### config.mk
export PLATFORM = sky130hd
export DESIGN_NAME = fetch_ctrl
export DESIGN_NICKNAME = d
export VERILOG_FILES = /design/src/rtl/fetch_ctrl.sv
export SDC_FILE = /design/constraint.sdc
export NUM_CORES = 1
export LEC_CHECK = 0
export ABC_CLOCK_PERIOD_IN_PS = 4910
export CAP_MARGIN = 30
export CORE_MARGIN = 3
export CORE_UTILIZATION = 45
export CTS_CLUSTER_DIAMETER = 80
export DETAILED_ROUTE_END_ITERATION = 10
export PLACE_DENSITY = 0.81
export SYNTH_ARGS = -nofsm -noshare
export SYNTH_HDL_FRONTEND = slang
export SYNTH_SLANG_ARGS = --single-unit
### constraint.sdc
create_clock -name clk -period 4.91 [get_ports clk]
set_clock_uncertainty 0.2 [all_clocks]
set_input_delay 1.2275 -clock clk [delete_from_list [all_inputs] [get_ports clk]]
set_output_delay 1.2275 -clock clk [all_outputs]
set_load 0.1 [all_outputs]
### src/rtl/fetch_ctrl.sv
// Purpose: instruction-fetch sequencer. It drives nextPC/StallF, runs the imem request handshake,
//          parks a fetched word while decode is stalled, and applies exception/branch/jump redirects.
// Latency: 0 cycles with a zero-wait memory (InstrF is combinational from imem_rdata); a miss adds one cycle per imem wait cycle.
// Backpressure: StallD parks a returned word in the hold buffer with the PC held. StallF holds the PC while a request is outstanding.
module fetch_ctrl #(
    parameter logic [31:0] RESET_PC   = 32'h00400020,
    parameter logic [31:0] EXC_VECTOR = 32'h80000180
) (
    input  logic        clk,
    input  logic        reset,
    input  logic [31:0] currPC,
    output logic [31:0] nextPC,
    output logic        StallF,
    input  logic        StallD,
    input  logic        PCSrcD,
    input  logic [31:0] PCBranchD,
    input  logic        JumpD,
    input  logic [31:0] PCJumpD,
    input  logic        ExcE,
    output logic        imem_req,
    output logic [31:0] imem_addr,
    input  logic        imem_ready,
    input  logic [31:0] imem_rdata,
    output logic [31:0] InstrF,
    output logic        InstrValidF,
    output logic        FlushD
);

    // Controller states
    localparam logic [2:0] S_RST   = 3'd0;
    localparam logic [2:0] S_FETCH = 3'd1;
    localparam logic [2:0] S_WAIT  = 3'd2;
    localparam logic [2:0] S_HOLD  = 3'd3;
    localparam logic [2:0] S_DRAIN = 3'd4;

    // Redirect priority levels; a larger value wins
    localparam logic [1:0] PRI_NONE = 2'd0;
    localparam logic [1:0] PRI_JMP  = 2'd1;
    localparam logic [1:0] PRI_BR   = 2'd2;
    localparam logic [1:0] PRI_EXC  = 2'd3;

    logic [2:0]  state;
    logic [2:0]  state_nxt;
    logic [31:0] hold_dat;      // word parked while decode is stalled
    logic [31:0] hold_nxt;
    logic [31:0] tgt_q;         // redirect target waiting for a miss to drain
    logic [31:0] tgt_nxt;
    logic [1:0]  tgt_pri_q;     // priority of the latched target
    logic [1:0]  tgt_pri_nxt;
    logic [31:0] addr_q;        // address of the outstanding request
    logic [31:0] addr_nxt;

    logic [1:0]  redir_pri;
    logic [31:0] redir_tgt;
    logic        redir;
    logic [31:0] pc_plus4;

    assign pc_plus4 = currPC + 32'd4;
    assign redir    = (redir_pri != PRI_NONE);

    // Select the winning redirect. Decode-stage redirects are ignored while decode is stalled.
    always_comb begin
        redir_pri = PRI_NONE;
        redir_tgt = currPC;
        if (ExcE) begin
            redir_pri = PRI_EXC;
            redir_tgt = EXC_VECTOR;
        end else if (!StallD && PCSrcD) begin
            redir_pri = PRI_BR;
            redir_tgt = PCBranchD;
        end else if (!StallD && JumpD) begin
            redir_pri = PRI_JMP;
            redir_tgt = PCJumpD;
        end
    end

    // Next-state and output decode. Reset overrides everything combinationally, so a
    // response arriving in a reset cycle is never seen. The RST state behaves like FETCH
    // once reset drops, so the first fetch issues on the first cycle out of reset.
    always_comb begin
        state_nxt   = state;
        hold_nxt    = hold_dat;
        tgt_nxt     = tgt_q;
        tgt_pri_nxt = tgt_pri_q;
        addr_nxt    = addr_q;
        nextPC      = currPC;
        StallF      = 1'b1;
        FlushD      = 1'b0;
        imem_req    = 1'b0;
        imem_addr   = currPC;
        InstrF      = 32'd0;
        InstrValidF = 1'b0;

        if (reset) begin
            nextPC      = RESET_PC;
            StallF      = 1'b0;
            FlushD      = 1'b1;
            state_nxt   = S_RST;
            hold_nxt    = 32'd0;
            tgt_nxt     = 32'd0;
            tgt_pri_nxt = PRI_NONE;
            addr_nxt    = 32'd0;
        end else begin
            case (state)
                S_RST, S_FETCH, S_WAIT: begin
                    imem_req  = 1'b1;
                    // While waiting, the PC is frozen; the registered address keeps the request stable regardless
                    imem_addr = (state == S_WAIT) ? addr_q : currPC;
                    addr_nxt  = imem_addr;
                    InstrF    = imem_rdata;
                    if (redir) begin
                        if (imem_ready) begin
                            // Word belongs to the wrong path: drop it and redirect now
                            nextPC    = redir_tgt;
                            StallF    = 1'b0;
                            FlushD    = 1'b1;
                            state_nxt = S_FETCH;
                        end else begin
                            // Request cannot be cancelled; remember where to go once it lands
                            tgt_nxt     = redir_tgt;
                            tgt_pri_nxt = redir_pri;
                            state_nxt   = S_DRAIN;
                        end
                    end else if (imem_ready && !StallD) begin
                        InstrValidF = 1'b1;
                        nextPC      = pc_plus4;
                        StallF      = 1'b0;
                        state_nxt   = S_FETCH;
                    end else if (imem_ready) begin
                        hold_nxt  = imem_rdata;
                        state_nxt = S_HOLD;
                    end else begin
                        state_nxt = S_WAIT;
                    end
                end

                S_HOLD: begin
                    InstrF = hold_dat;
                    if (redir) begin
                        // Parked word is wrong-path: discard it
                        nextPC    = redir_tgt;
                        StallF    = 1'b0;
                        FlushD    = 1'b1;
                        state_nxt = S_FETCH;
                    end else begin
                        InstrValidF = 1'b1;
                        if (!StallD) begin
                            nextPC    = pc_plus4;
                            StallF    = 1'b0;
                            state_nxt = S_FETCH;
                        end
                    end
                end

                S_DRAIN: begin
                    imem_req  = 1'b1;
                    imem_addr = addr_q;
                    // A newer redirect of equal or higher priority supersedes the latched one
                    if (redir && (redir_pri >= tgt_pri_q)) begin
                        tgt_nxt     = redir_tgt;
                        tgt_pri_nxt = redir_pri;
                    end
                    if (imem_ready) begin
                        nextPC      = tgt_nxt;
                        StallF      = 1'b0;
                        FlushD      = 1'b1;
                        tgt_pri_nxt = PRI_NONE;
                        state_nxt   = S_FETCH;
                    end
                end

                default: begin
                    state_nxt = S_RST;
                end
            endcase
        end
    end

    // State, hold buffer, latched redirect target and outstanding address
    always_ff @(posedge clk) begin
        if (reset) begin
            state     <= S_RST;
            hold_dat  <= 32'd0;
            tgt_q     <= 32'd0;
            tgt_pri_q <= PRI_NONE;
            addr_q    <= 32'd0;
        end else begin
            state     <= state_nxt;
            hold_dat  <= hold_nxt;
            tgt_q     <= tgt_nxt;
            tgt_pri_q <= tgt_pri_nxt;
            addr_q    <= addr_nxt;
        end
    end

endmodule

==> impl_results.md, run 1 <==
* Post-synth top flop: dfxtp_1
* ANT nets after route at 0
* Post-synth top area share at 0.2317
* Fin. max-slew vios at 0
* Final worst slack at 0.03200 ns
* Synth Area in XOR/XNOR at 0.01807
* Area leader, netlist: dfxtp_1
* Vert. Die Dim at 145.3 µm
* HPWL Detailed at 33340 µm
* Total core area at around 19000 µm²
* DRC at 0
* YS warnings at 0
* Ranking of synthesized cells by area: dfxtp_1 23%, nand2_1 13%, a21oi_1 9.6%
* CP Max Fanout at 5
* RSZ-0062 raised after global routing: false
* Largest family of logic cells by synthesized area: compound AO/OA/AOI/OAI gates
* Post-route insts no fill at 1930
* Tmin final at 4.878 ns
* PortBufs at roughly 230
* Post-Syn Area at 8726 µm²
* Adder-cell share of the synthesized area at 0.002868
* Finished Core Util at 0.7848
* Final Hold Fails at 0
* CP endpoint kind: primary output
* Area Overhead vs Synth at 69.92%
* Max_slew headroom at 0.5127
* Starting Density at 0.4619
* Place WS at -0.3949 ns
* Total track usage at 0.4005
* Pwr/cell area at 239.9 nW/µm²
* TritonCTS clock tree: yes
* Nature of the critical path startpoint: input port
* Yosys cell types at 94
* CP startpoint: currPC[2]
* Yosys reg bits at between 100 and 150
* Largest net degree at the start of global routing at 44
* Arr. time, crit path at approximately 3.5 ns
* Via density at 6.280
* RR Startpoint: state[2]$_SDFFE_PP0P_
* Cells on worst reg2reg path at 8
* Synth Area in Compound Gates at 0.3104
* Ant. Diodes at 0
* EDFF count, synth at 0
* Synth async-reset ratio at 0
* Max-cap violations at 0
* Clk root buf: clkbuf_16
* Ratio of cells with drive above 1 in the final layout at 0.3246
* Setup violations, final at 0
* Horiz. Die Dim at 145.3 µm
* Via count at 12120
* Critical Path RT at 3.48 ns
* CTS H-tree depth at 3
* Class of the worst hold path: flip-flop to flip-flop
* IO Count at 235
* Commonest cells in the netlist: 302 x nand2_1, 168 x a21oi_1, 101 x dfxtp_1
* Worst R2R End: tgt_q[6]$_SDFFE_PP0P_
* Num CTS Buffers at 9
* Crit Path Category: input port to primary output
* GR Overflow Total at 0
* Die area at ~21000 µm²
* Hold slack at between 0.2 and 0.3 ns
* Static Leak at 5.816 nW
* Avg Cell Area, Syn at 6.769 µm²
* Run status: finished clean
* Post-synthesis mux area share at 0.05477
* Critical Path Sink: nextPC[7]
* Worst Tran Pin Value at roughly 0.73 ns
* Clk slew on worst S/H paths at around 0.080 ns
* Fill cell count at 1359
* Fin crit share at 0.9935
* Seq/Total Area, Yosys at 0.2317
* Post-cts hold buffer count at 0
* R2R setup slack at 2.00 ns
* F_max at 205.0 MHz
* First-pass GRT wire length at 67630 µm
* Largest vdd supply drop at 186.5 µV
* Vias in the first global route at 11800
* Avg WL per Cell at 22.92 µm
* WL final at 44230 µm
* Bufs on Longest Clock Path at 2
* Initial detailed-routing violation count at 1646
* Synthesized net count at 1426
* Initial antenna violation count at 0
* Standard-cell row count at 50
* Clock sink count at 101
* Mapped Cells at 1289
* Placed insts at 1904
* Initial DRT Pass Iterations at 8
* Clock Latency Late Sink at ~0.37 ns
* Layout net count at 1802
* Synth Area in Simple Gates at 0.3023
* Count leader, synth: nand2_1
* GP Congestion at 1.091
through the flow:
stage,power (mW),setup TNS [ns],instance area [µm²]
5_1_grt,3.658,0,14830
2_1_floorplan,1.965,-6.456,9208
3_3_place_gp,2.705,-8.162,14130
4_1_cts,3.522,0,14760
6_report,3.557,0,14830
3_5_place_dp,2.725,-9.271,14130
worst max-delay path, cell delays in order:
cell	delay (ns)
dlygate4sd2_1	0.25
buf_4	0.14
nand3_1	0.11
buf_6	0.17
nor2_4	0.05
buf_4	0.14
a31o_2	0.24
a211oi_2	0.32
buf_4	0.17
o22ai_1	0.10
a221oi_4	0.30
buf_12	0.21
layer usage:
metal | vias up | track usage | wire length [µm]
met5 | - | 0 | 0
met1 | 5639 | 0.4968 | 16610
met2 | 870 | 0.6364 | 20140
li1 | 5409 | - | -
met3 | 202 | 0.1087 | 5043
met4 | 0 | 0.2070 | 2434
final cells by class:
cell class | instances | area [µm²] | share of cell area
multi-input combinational | 1038 | 6684 | 0.4508
timing repair buffer | 496 | 5405 | 0.3646
tap | 260 | 325.3 | 0.02194
clock buffer | 9 | 225.2 | 0.01519
sequential | 101 | 2022 | 0.1364
inverter | 19 | 75.07 | 0.005063
clock inverter | 7 | 90.09 | 0.006076
state kept, by name, indices dropped and copies added, names as in the netlist:
name,flops
hold_dat,32
state,3
tgt_q,32
tgt_pri_q,2
addr_q,32
kinds of logic after synthesis:
kind of cell / after synthesis
xor+xnor: 18
fa+ha+maj: 2
compound gates: 414
flops: 101
simple gates: 561
buf+inv: 150
mux: 43
timing repair:
action | CTS | global route
resized for setup | 83 | 19
pin swaps | 23 | 7
gates cloned | 0 | 0
buffers inserted | 8 | 2
setup endpoints to repair | 33 | 27
worst min-delay path by stage:
stage | slack (ns) | from | end | depth (start not counted)
6_report | 0.26 | addr_q[9]$_SDFFE_PP0N_ | addr_q[9]$_SDFFE_PP0N_ | 2
5_1_grt | 0.27 | hold_dat[28]$_SDFFE_PP0P_ | hold_dat[28]$_SDFFE_PP0P_ | 2
4_1_cts | 0.26 | tgt_q[30]$_SDFFE_PP0P_ | tgt_q[30]$_SDFFE_PP0P_ | 2
3_5_place_dp | 0.25 | tgt_q[30]$_SDFFE_PP0P_ | tgt_q[30]$_SDFFE_PP0P_ | 2
3_3_place_gp | 0.24 | tgt_q[25]$_SDFFE_PP0P_ | tgt_q[25]$_SDFFE_PP0P_ | 2
2_1_floorplan | 0.23 | tgt_q[20]$_SDFFE_PP0P_ | tgt_q[20]$_SDFFE_PP0P_ | 2
cell usage in the layout (no fill, tap or decap), types with 17 or more instances in the layout:
cell               n
nand3_1           23
nand2_1          300
dfxtp_1          101
o21ai_0           51
clkdlybuf4s50_1  110
inv_1             17
a21oi_1          164
buf_4            242
buf_12           105
nor2_1            80
mux2_2            34
nor3_1            25
power breakdown:
part           internal, mW  switching, mW  leakage [nW]
Combinational         0.733           1.15          4.84
Sequential            0.867         0.0295         0.828
Clock                 0.368          0.405         0.148
Total                  1.97           1.59          5.82
No activity file was read; power rests on OpenSTA's default activity.
==> run 2: changes to the inputs <==
--- a/config.mk
+++ b/config.mk
@@ -7,11 +7,12 @@
 export LEC_CHECK = 0
 export ABC_CLOCK_PERIOD_IN_PS = 4910
 export CAP_MARGIN = 30
-export CORE_MARGIN = 3
-export CORE_UTILIZATION = 45
+export CORE_MARGIN = 2
+export CORE_UTILIZATION = 46
+export CTS_BUF_LIST = sky130_fd_sc_hd__clkbuf_8
 export CTS_CLUSTER_DIAMETER = 80
 export DETAILED_ROUTE_END_ITERATION = 10
-export PLACE_DENSITY = 0.81
+export PLACE_DENSITY = 0.83
 export SYNTH_ARGS = -nofsm -noshare
 export SYNTH_HDL_FRONTEND = slang
 export SYNTH_SLANG_ARGS = --single-unit
==> run 2 against run 1 <==
  * The run now ends with negative setup slack left
  * Wire length is 0.42% higher
  * Worst hold slack is essentially flat
  * Sequential share of layout area rose by 0.12 points
  * Core utilization rose by 0.38 points
  * Clock power decreased by 23%
  * Combinational power about the same
  * First-iteration DRC count shrank 0.18%
  * Sequential power is essentially flat
  * Largest cell class unchanged
  * Highest routed layer unchanged
==> impl_results.md, run 2 (synthesis results as in run 1) <==
* Run status: finished with violations
* Failing checks: negative setup slack
* Pwr/cell area at 229.6 nW/µm² (-4.3%)
* CP max stage delay at 0.58 ns (+0.26 ns)
* Static Leak at 5.748 nW (-1.2%)
* Vert. Die Dim at 141.7 µm (-2.4%)
* IO Count at 235 (unchanged)
* PortBufs at 234 (unchanged)
* Ant. Diodes at 0 (unchanged)
* CP Max Fanout at 4 (-1)
* Num CTS Buffers at 9 (unchanged)
* Die area at 20090 µm² (-4.8%)
* ANT nets after route at 0 (unchanged)
* Max-cap violations at 0 (unchanged)
* Fill cell count at 1328 (-2.3%)
* Gate power share at 0.559 (+0.028)
* Fin. max-slew vios at 0 (unchanged)
* Clock Latency Late Sink at 0.41 ns (+0.04 ns)
* TritonCTS clock tree: yes
* Largest registers: addr_q x32, hold_dat x32, tgt_q x32
* Vias in the first global route at 11660 (-1.1%)
* Class of the worst hold path: flip-flop to flip-flop
* Starting Density at 0.4681 (+0.006199)
* Tmin final at 4.925 ns (+0.04737 ns)
* Total core area at 18640 µm² (-1.3%)
* Arr. time, crit path at 3.50 ns (+0.05 ns)
* Fin crit share at 1.003 (+0.009648)
* F_max at 203.0 MHz (-0.96%)
* Via count at 12140 (+0.14%)
* Seq pwr share at 0.266 (+0.014)
* WL final at 44420 µm (+0.42%)
* Commonest non-fill, non-tap cell in the layout: nand2_1
* Via density at 6.446 (+2.6%)
* Commonest non-fill, non-tap cells in the layout: 298 x nand2_1, 223 x buf_4, 163 x a21oi_1
* Layout net count at 1781 (-1.2%)
* Total track usage at 0.4253 (+0.02474)
* Bufs on Longest Clock Path at 2 (unchanged)
* First-pass GRT wire length at 66300 µm (-2.0%)
* Placed insts at 1858 (-2.4%)
* Standard-cell row count at 50 (unchanged)
* Avg WL per Cell at 23.59 µm (+2.9%)
* GR Overflow Total at 0 (unchanged)
* HPWL Detailed at 33390 µm (+0.13%)
* Area Overhead vs Synth at 68.48%
* Critical Path RT at 3.48 ns (about the same)
* Place WS at -0.3796 ns (+0.01525 ns)
* Final Hold Fails at 0 (unchanged)
* Clk slew on worst S/H paths at 0.11 ns (+0.03 ns)
* Clk root buf: clkbuf_8
* Nature of the critical path startpoint: input port
* R2R setup slack at 1.76 ns (-0.24 ns)
* CTS H-tree depth at 3 (unchanged)
* Clock power share at 0.175 (-0.042)
* Initial antenna violation count at 0 (unchanged)
* RSZ-0062 raised after global routing: true
* Setup violations, final at 2 (+2)
* Crit Path Category: input port to primary output
* Max_slew headroom at 0.5081 (-0.004527)
* Internal cell power at 1.803 mW (-8.4%)
* CP endpoint kind: primary output
* Post-cts hold buffer count at 0 (unchanged)
* Clock sink count at 101 (unchanged)
* Ratio of cells with drive above 1 in the final layout at 0.3208 (-0.003750)
* Initial DRT Pass Iterations at 7 (-1)
* DRC at 0 (unchanged)
* Crit-path slowest cell: clkdlybuf4s50_1
* Largest vdd supply drop at 159.9 µV (-14%)
* Critical Path, Cell by Cell: clkdlybuf4s50_1 -> nand2_2 -> nor2_4 -> nand4_2 -> or4_1 -> and4_1 -> a211o_4 -> buf_12
* Horiz. Die Dim at 141.7 µm (-2.4%)
* Initial detailed-routing violation count at 1643 (-0.18%)
* Switching pwr at 1.573 mW (-0.98%)
* Switching Share at 0.4661 (+0.01932)
* Worst Tran Pin Value at 0.7378 ns (+0.006791 ns)
* Post-route insts no fill at 1883 (-2.4%)
* Final worst slack at -0.01537 ns (-0.04737 ns)
* Largest net degree at the start of global routing at 40 (-9.1%)
* GP Congestion at 1.042 (-4.5%)
==> run 2: changes by cell type in the layout (fill, tap and decap cells not counted), moves of 4 or more <==
cell / delta
clkbuf_16: -8
clkdlybuf4s50_1: +5
buf_6: -9
dlymetal6s2s_1: +4
clkbuf_8: +9
buf_12: +6
buf_4: -19
dlygate4sd2_1: -11
==> run 2: power by group through the flow <==
stage               logic [mW]  registers (mW)  clock network [mW]
finish                    1.89           0.897               0.592
global route              1.94           0.903               0.617
CTS                       1.84           0.896               0.587
detailed placement        1.80           0.914                   0
global placement          1.79           0.911                   0
floorplan                 1.06           0.903                   0
==> run 2: stage by stage <==
step / area, µm² / total power [mW] / hold slack (ns) / TNS, ns / util
global placement: 14030 / 2.700 / 0.2338 / -5.349 / 0.7523
CTS: 14450 / 3.320 / 0.2578 / 0 / 0.7750
finish: 14700 / 3.376 / 0.2571 / -0.01611 / 0.7886
global route: 14700 / 3.463 / 0.2781 / -0.05261 / 0.7886
floorplan: 9208 / 1.965 / 0.2274 / -6.456 / -
detailed placement: 14030 / 2.718 / 0.2440 / -6.834 / 0.7523
==> run 2: metal layers <==
metal | part of all wire | vias to the layer above | track usage
met5 | 0 | - | 0
met4 | 0.059 | 0 | 0.2153
met3 | 0.11 | 199 | 0.07931
met2 | 0.45 | 891 | 0.6870
met1 | 0.38 | 5688 | 0.5432
li1 | - | 5359 | -
==> run 2: worst paths after layout <==
| path | endpoint | startpoint | cells past startpoint |
|---|---|---|---|
| max | nextPC[29] | currPC[13] | 8 |
| min | tgt_q[20]$_SDFFE_PP0P_ | tgt_q[20]$_SDFFE_PP0P_ | 2 |
| max reg2reg | tgt_q[13]$_SDFFE_PP0P_ | state[2]$_SDFFE_PP0P_ | 7 |
| min reg2reg | tgt_q[20]$_SDFFE_PP0P_ | tgt_q[20]$_SDFFE_PP0P_ | 2 |
==> run 2: final cells by class <==
| cell class | count | area, µm² | share of cell area |
|---|---|---|---|
| Clock buffer | 9 | 123.9 | 0.008426 |
| Multi-Input combinational cell | 1039 | 6779 | 0.4611 |
| Inverter | 19 | 76.32 | 0.005191 |
| Tap cell | 234 | 292.8 | 0.01991 |
| Sequential cell | 101 | 2022 | 0.1375 |
| Timing Repair Buffer | 474 | 5321 | 0.3620 |
| Clock inverter | 7 | 86.33 | 0.005872 |
==> run 2: repair_timing <==
item | CTS | global route
pin swaps | 6 | 12
hold endpoints to repair | 0 | 0
setup endpoints to repair | 32 | 24
cloned | 1 | 1
resized for setup | 51 | 47
setup buffers | 2 | 6
==> run 2: critical path, delay by kind of cell <==
family,cells,cell delay [ns]
and+or+nand+nor,5,1.18
buffers and inverters,2,0.75
AOI/OAI and AO/OA,1,0.33
